`config.mk`:
```
export PLATFORM = sky130hd
export DESIGN_NAME = systolic_mac_array
export DESIGN_NICKNAME = d
export VERILOG_FILES = /design/src/rtl/systolic_mac_array.sv
export SDC_FILE = /design/constraint.sdc
export NUM_CORES = 2
export LEC_CHECK = 0
export BUFFER_PORTS_ARGS = -buffer_cell sky130_fd_sc_hd__buf_4
export CAP_MARGIN = 20
export CORE_ASPECT_RATIO = 1.4
export CORE_MARGIN = 2
export CORE_UTILIZATION = 40
export DETAILED_ROUTE_END_ITERATION = 7
export PLACE_DENSITY_LB_ADDON = 0.2
export SLEW_MARGIN = 20
export SYNTH_ARGS = -nofsm -noshare
export SYNTH_HDL_FRONTEND = slang
export SYNTH_SLANG_ARGS = --single-unit
```
`constraint.sdc`:
```
create_clock -name clk -period 5.9 [get_ports clk]
set_clock_uncertainty 0.2 [all_clocks]
set_input_delay 0.295 -clock clk [delete_from_list [all_inputs] [get_ports clk]]
set_output_delay 0.295 -clock clk [all_outputs]
set_load 0.05 [all_outputs]
```
`src/rtl/systolic_mac_array.sv`:
```
// systolic_mac_array
//   Output-stationary N x N systolic matrix multiplier computing C = A x B.
//   PE(i,j) owns accumulator C[i][j]. Row i of A enters from the left and
//   column j of B enters from the top. Each is skewed by i or j enabled
//   cycles, so beat k meets PE(i,j) on enabled cycle k+i+j.
//   Job flow: IDLE -> LOAD -> FLUSH -> DRAIN -> IDLE. A zero-length job goes
//   straight from IDLE to DRAIN. N must be >= 2.
//
// Ports
//   clk       : clock, all state on the rising edge
//   reset     : asynchronous, active-low reset
//   start     : one-cycle job request, sampled only in IDLE
//   k_len     : beats per job, sampled with start, clamped to KMAX
//   acc_keep  : sampled with start; 1 = accumulate, 0 = clear accumulators
//   in_valid  : input beat valid
//   in_ready  : input beat ready (LOAD only)
//   a_vec     : column k of A, element i at [i*DW +: DW]
//   b_vec     : row k of B, element j at [j*DW +: DW]
//   out_valid : result row valid (DRAIN only)
//   out_ready : result row accepted
//   out_row   : row r of C, element j at [j*AW +: AW]
//   out_last  : high with out_valid on row N-1
//   busy      : high whenever not IDLE
module systolic_mac_array #(
  parameter int DW   = 8,
  parameter int N    = 4,
  parameter int KMAX = 16,
  parameter int AW   = 2*DW + $clog2(KMAX)
) (
  input  logic                      clk,
  input  logic                      reset,
  input  logic                      start,
  input  logic [$clog2(KMAX+1)-1:0] k_len,
  input  logic                      acc_keep,
  input  logic                      in_valid,
  output logic                      in_ready,
  input  logic [N*DW-1:0]           a_vec,
  input  logic [N*DW-1:0]           b_vec,
  output logic                      out_valid,
  input  logic                      out_ready,
  output logic [N*AW-1:0]           out_row,
  output logic                      out_last,
  output logic                      busy
);

  localparam int KW = $clog2(KMAX+1);
  localparam int FW = $clog2(2*N);
  localparam int RW = $clog2(N);

  typedef enum logic [1:0] {IDLE, LOAD, FLUSH, DRAIN} state_t;

  state_t        state, state_nxt;
  logic [KW-1:0] klen_q;
  logic [KW-1:0] beat_cnt;
  logic [FW-1:0] flush_cnt;
  logic [RW-1:0] row;
  logic [RW-1:0] row_sel;
  logic          out_v;
  logic [KW-1:0] klen_clamped;
  logic          en, clr_pipe, clr_acc;
  logic          last_beat, flush_done, row_xfer;
  logic [N*AW-1:0] row_data;

  logic signed [DW-1:0]   a_src  [N];
  logic signed [DW-1:0]   b_src  [N];
  logic signed [DW-1:0]   a_edge [N];
  logic signed [DW-1:0]   b_edge [N];
  logic signed [DW-1:0]   pe_a   [N][N];
  logic signed [DW-1:0]   pe_b   [N][N];
  logic signed [DW-1:0]   a_pass [N][N];
  logic signed [DW-1:0]   b_pass [N][N];
  logic signed [2*DW-1:0] prod   [N][N];
  logic signed [AW-1:0]   acc    [N][N];

  // ---------------------------------------------------------------- control
  assign klen_clamped = (k_len > KW'(KMAX)) ? KW'(KMAX) : k_len;
  assign en         = ((state == LOAD) && in_valid) || (state == FLUSH);
  assign clr_pipe   = (state == IDLE) && start;
  assign clr_acc    = clr_pipe && !acc_keep;
  assign last_beat  = (state == LOAD) && in_valid && (beat_cnt == klen_q - KW'(1));
  assign flush_done = (state == FLUSH) && (flush_cnt == FW'(2*N-3));
  assign row_xfer   = out_v && out_ready;

  always_ff @(posedge clk or negedge reset) begin
    if (!reset) state <= IDLE;
    else        state <= state_nxt;
  end

  always_comb begin
    state_nxt = state;
    in_ready  = 1'b0;
    busy      = 1'b1;
    out_valid = 1'b0;
    out_last  = 1'b0;
    unique case (state)
      IDLE: begin
        busy = 1'b0;
        if (start) state_nxt = (klen_clamped == '0) ? DRAIN : LOAD;
      end
      LOAD: begin
        in_ready = 1'b1;
        if (last_beat) state_nxt = FLUSH;
      end
      FLUSH: begin
        if (flush_done) state_nxt = DRAIN;
      end
      DRAIN: begin
        out_valid = out_v;
        out_last  = out_v && (row == RW'(N-1));
        if (row_xfer && (row == RW'(N-1))) state_nxt = IDLE;
      end
      default: state_nxt = IDLE;
    endcase
  end

  // The output row is registered, so DRAIN spends one cycle loading row 0
  // before out_valid rises; this gives the 2N-1 edge first-row latency.
  assign row_sel = out_v ? row + RW'(1) : row;

  always_comb begin
    row_data = '0;
    for (int unsigned j = 0; j < N; j++) begin
      row_data[j*AW +: AW] = acc[row_sel][j];
    end
  end

  always_ff @(posedge clk or negedge reset) begin
    if (!reset) begin
      klen_q    <= '0;
      beat_cnt  <= '0;
      flush_cnt <= '0;
      row       <= '0;
      out_v     <= 1'b0;
      out_row   <= '0;
    end else begin
      unique case (state)
        IDLE: begin
          if (start) begin
            klen_q    <= klen_clamped;
            beat_cnt  <= '0;
            flush_cnt <= '0;
            row       <= '0;
            out_v     <= 1'b0;
          end
        end
        LOAD: begin
          if (in_valid) beat_cnt <= beat_cnt + KW'(1);
        end
        FLUSH: begin
          flush_cnt <= flush_cnt + FW'(1);
        end
        DRAIN: begin
          if (!out_v) begin
            out_v   <= 1'b1;
            out_row <= row_data;
          end else if (out_ready) begin
            if (row == RW'(N-1)) begin
              out_v   <= 1'b0;
              row     <= '0;
              out_row <= '0;
            end else begin
              row     <= row + RW'(1);
              out_row <= row_data;
            end
          end
        end
        default: ;
      endcase
    end
  end

  // ---------------------------------------------------------------- skew
  // Zeros are injected once the job leaves LOAD so FLUSH drains the array.
  always_comb begin
    for (int unsigned i = 0; i < N; i++) begin
      a_src[i] = (state == LOAD) ? a_vec[i*DW +: DW] : '0;
      b_src[i] = (state == LOAD) ? b_vec[i*DW +: DW] : '0;
    end
  end

  for (genvar i = 0; i < N; i++) begin : g_skew
    if (i == 0) begin : g_nodly
      assign a_edge[i] = a_src[i];
      assign b_edge[i] = b_src[i];
    end else begin : g_dly
      localparam int unsigned DEPTH = i;
      logic signed [DW-1:0] a_sk [DEPTH];
      logic signed [DW-1:0] b_sk [DEPTH];

      always_ff @(posedge clk or negedge reset) begin
        if (!reset) begin
          for (int unsigned d = 0; d < DEPTH; d++) begin
            a_sk[d] <= '0;
            b_sk[d] <= '0;
          end
        end else if (clr_pipe) begin
          for (int unsigned d = 0; d < DEPTH; d++) begin
            a_sk[d] <= '0;
            b_sk[d] <= '0;
          end
        end else if (en) begin
          a_sk[0] <= a_src[i];
          b_sk[0] <= b_src[i];
          for (int unsigned d = 1; d < DEPTH; d++) begin
            a_sk[d] <= a_sk[d-1];
            b_sk[d] <= b_sk[d-1];
          end
        end
      end

      assign a_edge[i] = a_sk[DEPTH-1];
      assign b_edge[i] = b_sk[DEPTH-1];
    end
  end

  // ---------------------------------------------------------------- PE array
  for (genvar i = 0; i < N; i++) begin : g_row
    for (genvar j = 0; j < N; j++) begin : g_col
      if (j == 0) begin : g_a_edge
        assign pe_a[i][j] = a_edge[i];
      end else begin : g_a_pass
        assign pe_a[i][j] = a_pass[i][j-1];
      end
      if (i == 0) begin : g_b_edge
        assign pe_b[i][j] = b_edge[j];
      end else begin : g_b_pass
        assign pe_b[i][j] = b_pass[i-1][j];
      end
      assign prod[i][j] = (2*DW)'(pe_a[i][j]) * (2*DW)'(pe_b[i][j]);
    end
  end

  always_ff @(posedge clk or negedge reset) begin
    if (!reset) begin
      for (int unsigned i = 0; i < N; i++) begin
        for (int unsigned j = 0; j < N; j++) begin
          acc[i][j]    <= '0;
          a_pass[i][j] <= '0;
          b_pass[i][j] <= '0;
        end
      end
    end else begin
      for (int unsigned i = 0; i < N; i++) begin
        for (int unsigned j = 0; j < N; j++) begin
          if (clr_pipe) begin
            a_pass[i][j] <= '0;
            b_pass[i][j] <= '0;
            if (clr_acc) acc[i][j] <= '0;
          end else if (en) begin
            acc[i][j]    <= acc[i][j] + AW'(prod[i][j]);
            a_pass[i][j] <= pe_a[i][j];
            b_pass[i][j] <= pe_b[i][j];
          end
        end
      end
    end
  end

endmodule

```
==> qor.yml <==
final_util: 0.447
drv_slew: 0
design_area_sq_um: 94800
area_growth_pct: 10.8
relSlewSlack: 0.280
synth_edf_count: 0
grt_pass1_vias: 67100
setup_viol: 0
detail-route-antenna-nets: 0
start_kind: "flip-flop"
yosysTopAreaCell: "fa_1"
min_period_ns: 5.68
gp_congestion: 0.860
clk_pin_slew_worst_paths_ns: 0.06
drt_iter0_markers: 2725
crit_path_end: "acc[213]"
ff2ff_path_depth: 20
slowest_stage: "fa_1"
synth_cells: 8373
post_dp_cell_area_sq_um: 90800
synth_top_area_share: 0.330
p_int_w: 0.0208
post-route-drc-count: 0
fp.dieH_um: 551
crit_cells: 20
r2r_end: "acc[213]"
crit_family: "adder cells"
critical_path_class: "reg -> reg"
vias_per_cell: 5.13
die-area_sq_um: 218000
rows: 200
port_buffers: 158
layout_common_cells: "inv_1, fa_1, ha_1"
p_sw_frac: 0.500
fmax_mhz: 176
layout-drive-gt1-share: 0.0833
min_path_type: "in -> reg"
layout_commonest_cell: "inv_1"
grt_usage: 0.222
grt-ovfl-total: 0
antenna_found_initial: 13
tightest_slew_ns: 1.08
r2r-start: "b_pass[112]"
rrSetupSlack_ns: 0.22
first_pass_iters: 5
hold_violations: 0
peakVddDrop_v: 0.000800
ys_ff_latch: 706
critPathMaxStageDelay_ns: 0.52
io_pins: 159
arrival_ns: 6.05
grt_max_degree: 178
p_switching_w: 0.0209
cp-startpoint: "b_pass[112]"
p_per_area_nw_per_um2: 440
clk_latency_ns: 0.73
synth_area_leaders: "fa_1, dfrtp_1, ha_1"
core_area_sq_um: 212000
pwr-share-comb: 0.640
seqPwrFrac: 0.216
htreeDepth: 3
maxCapViolations: 0
crit_top_cell: "fa_1"
yosysSeqAreaShare: 0.207
synth_nets: 10600
path_cells: "buf_4 -> nand2_1 -> fa_1 -> inv_1 -> fa_1 -> inv_1 -> fa_1 -> fa_1 -> inv_1 -> ha_1 -> ha_1 -> a211oi_1 -> o21ai_0 -> buf_4 -> a31oi_1 -> buf_4 -> o21bai_1 -> a21oi_1 -> xor2_1 -> o22ai_1"
layout.nets: 10800
dpl.hpwl_um: 189000
dieWidth_um: 395
vias: 58800
worst-path-buf-inv: 6
p_leak_nw: 49.7
grt_pass1_wl_um: 376000
cts_tree: "built"
critPathMaxFanout: 7
wl_per_cell_um: 20.4
cp.required_ns: 6.27
yosysWarningCount: 0
cts_root_buf: "clkbuf_16"
num-fill-cells: 20400
start_util: 0.403
status: "finished, final reports clean"
drt-total-wl_um: 234000
avgSynthCellArea_sq_um: 10.2
clockBufferDepth: 3
yosysUniqueCellTypes: 77
synthArstFlopShare: 1.00
finalCritPeriodShare: 0.963
cts_buffers: 86
critPathCaptureType: "flip-flop"
clock-sinks: 706
clkPwrFrac: 0.143
synth-main-ff-cell: "dfrtp_1"
netlist_area_sq_um: 85500
==> sequential cells by signal, summed over array words and instances (netlist names), 16 cells and up <==
register and count:
g_skew.g_dly.a_sk 32, acc 320, b_edge 16, g_skew.g_dly.b_sk 32, b_pass 96, a_edge 16, a_pass 96, out_row 80
==> cells by family after synthesis <==
| kind of cell | after synthesis | synth area share |
|---|---|---|
| adders and majority gates | 2153 | 0.439 |
| AOI/OAI and AO/OA | 1212 | 0.101 |
| and+or+nand+nor | 1541 | 0.0936 |
| buffers and inverters | 2339 | 0.104 |
| xor gates and xnor gates | 316 | 0.0324 |
| DFF | 706 | 0.207 |
| muxes | 106 | 0.0244 |
==> stage by stage <==
stage	std cells	hold WS [ns]	setup TNS, ns	power, W	setup WS, ns
final	11500	0.0359	0	0.0417	0.221
after floorplan	8373	-0.201	0	0.0272	0.0446
after detailed placement	11200	0.240	0	0.0357	0.113
after CTS	11500	0.0289	0	0.0421	0.0852
after global routing	11500	0.0893	-0.0141	0.0457	-0.0141
after global placement	11200	0.229	0	0.0352	0.146
==> layer usage <==
layer / routed length, um / vias to the layer above / GRT usage
met5: 46 / - / 0
met4: 7460 / 8 / 0.0705
met3: 8260 / 370 / 0.0212
met2: 127000 / 1071 / 0.423
met1: 91000 / 30700 / 0.261
li1: - / 26600 / -
==> Yosys cell counts, types with 16 or more instances <==
cell type	count
a21o_1	44
a21oi_1	161
a22o_1	384
a31oi_1	38
and2_1	538
and3_1	43
buf_1	25
buf_2	47
clkbuf_1	312
dfrtp_1	706
fa_1	1409
ha_1	744
inv_1	1946
mux2_2	16
mux4_2	80
nand2_1	529
nand2b_1	60
nand3_1	56
nor2_1	95
nor2b_1	138
nor3_1	44
o211ai_1	19
o21a_1	40
o21ai_0	203
o21ai_1	25
o21bai_1	16
o22ai_1	165
xnor2_1	225
xor2_1	90
==> cell type report <==
class,instances,area (sq um),share of cell area
well taps,2828,3540,0.0373
clock buffers,109,2410,0.0254
clock inverters,52,689,0.00727
flip-flops and latches,706,17700,0.186
multi-input cells,5328,59100,0.624
inverters,1946,7300,0.0770
repair buffers,489,4040,0.0426
diodes,3,7.51,0.0000792
==> what timing repair did <==
item                                   4_1_cts  5_1_grt
setup endpoints to repair                    0       25
endpoints found under the hold margin      158        0
buffers inserted                             0        5
gates resized for setup                      0       17
hold buffers                                76        0
==> how the worst min path moves through the flow <==
stage / from / endpoint / slack (ns) / cells after the start
after floorplan: reset / a_edge[0] / -0.20 / 0
after detailed placement: reset / out_row[38] / 0.24 / 1
after global placement: reset / out_row[38] / 0.23 / 1
after CTS: reset / out_row[38] / 0.03 / 2
final: acc_keep / acc[304] / 0.04 / 4
after global routing: acc_keep / acc[304] / 0.09 / 4
==> worst register-to-register path, delay by kind of cell (launching register included) <==
family / cells / cell delay, ns
DFF: 1 / 0.47
xor gates and xnor gates: 1 / 0.16
and+or+nand+nor: 1 / 0.09
buffers and inverters: 6 / 0.75
adders and majority gates: 6 / 2.52
AOI/OAI and AO/OA: 6 / 1.35
==> power groups by stage <==
stage	sequential [W]	combinational [W]	clock (W)
5_1_grt	0.00924	0.0301	0.00628
4_1_cts	0.00903	0.0270	0.00613
3_3_place_gp	0.00908	0.0261	0
2_1_floorplan	0.00797	0.0192	0
3_5_place_dp	0.00911	0.0266	0
6_report	0.00901	0.0267	0.00598
(Power assumes the default switching activity.)
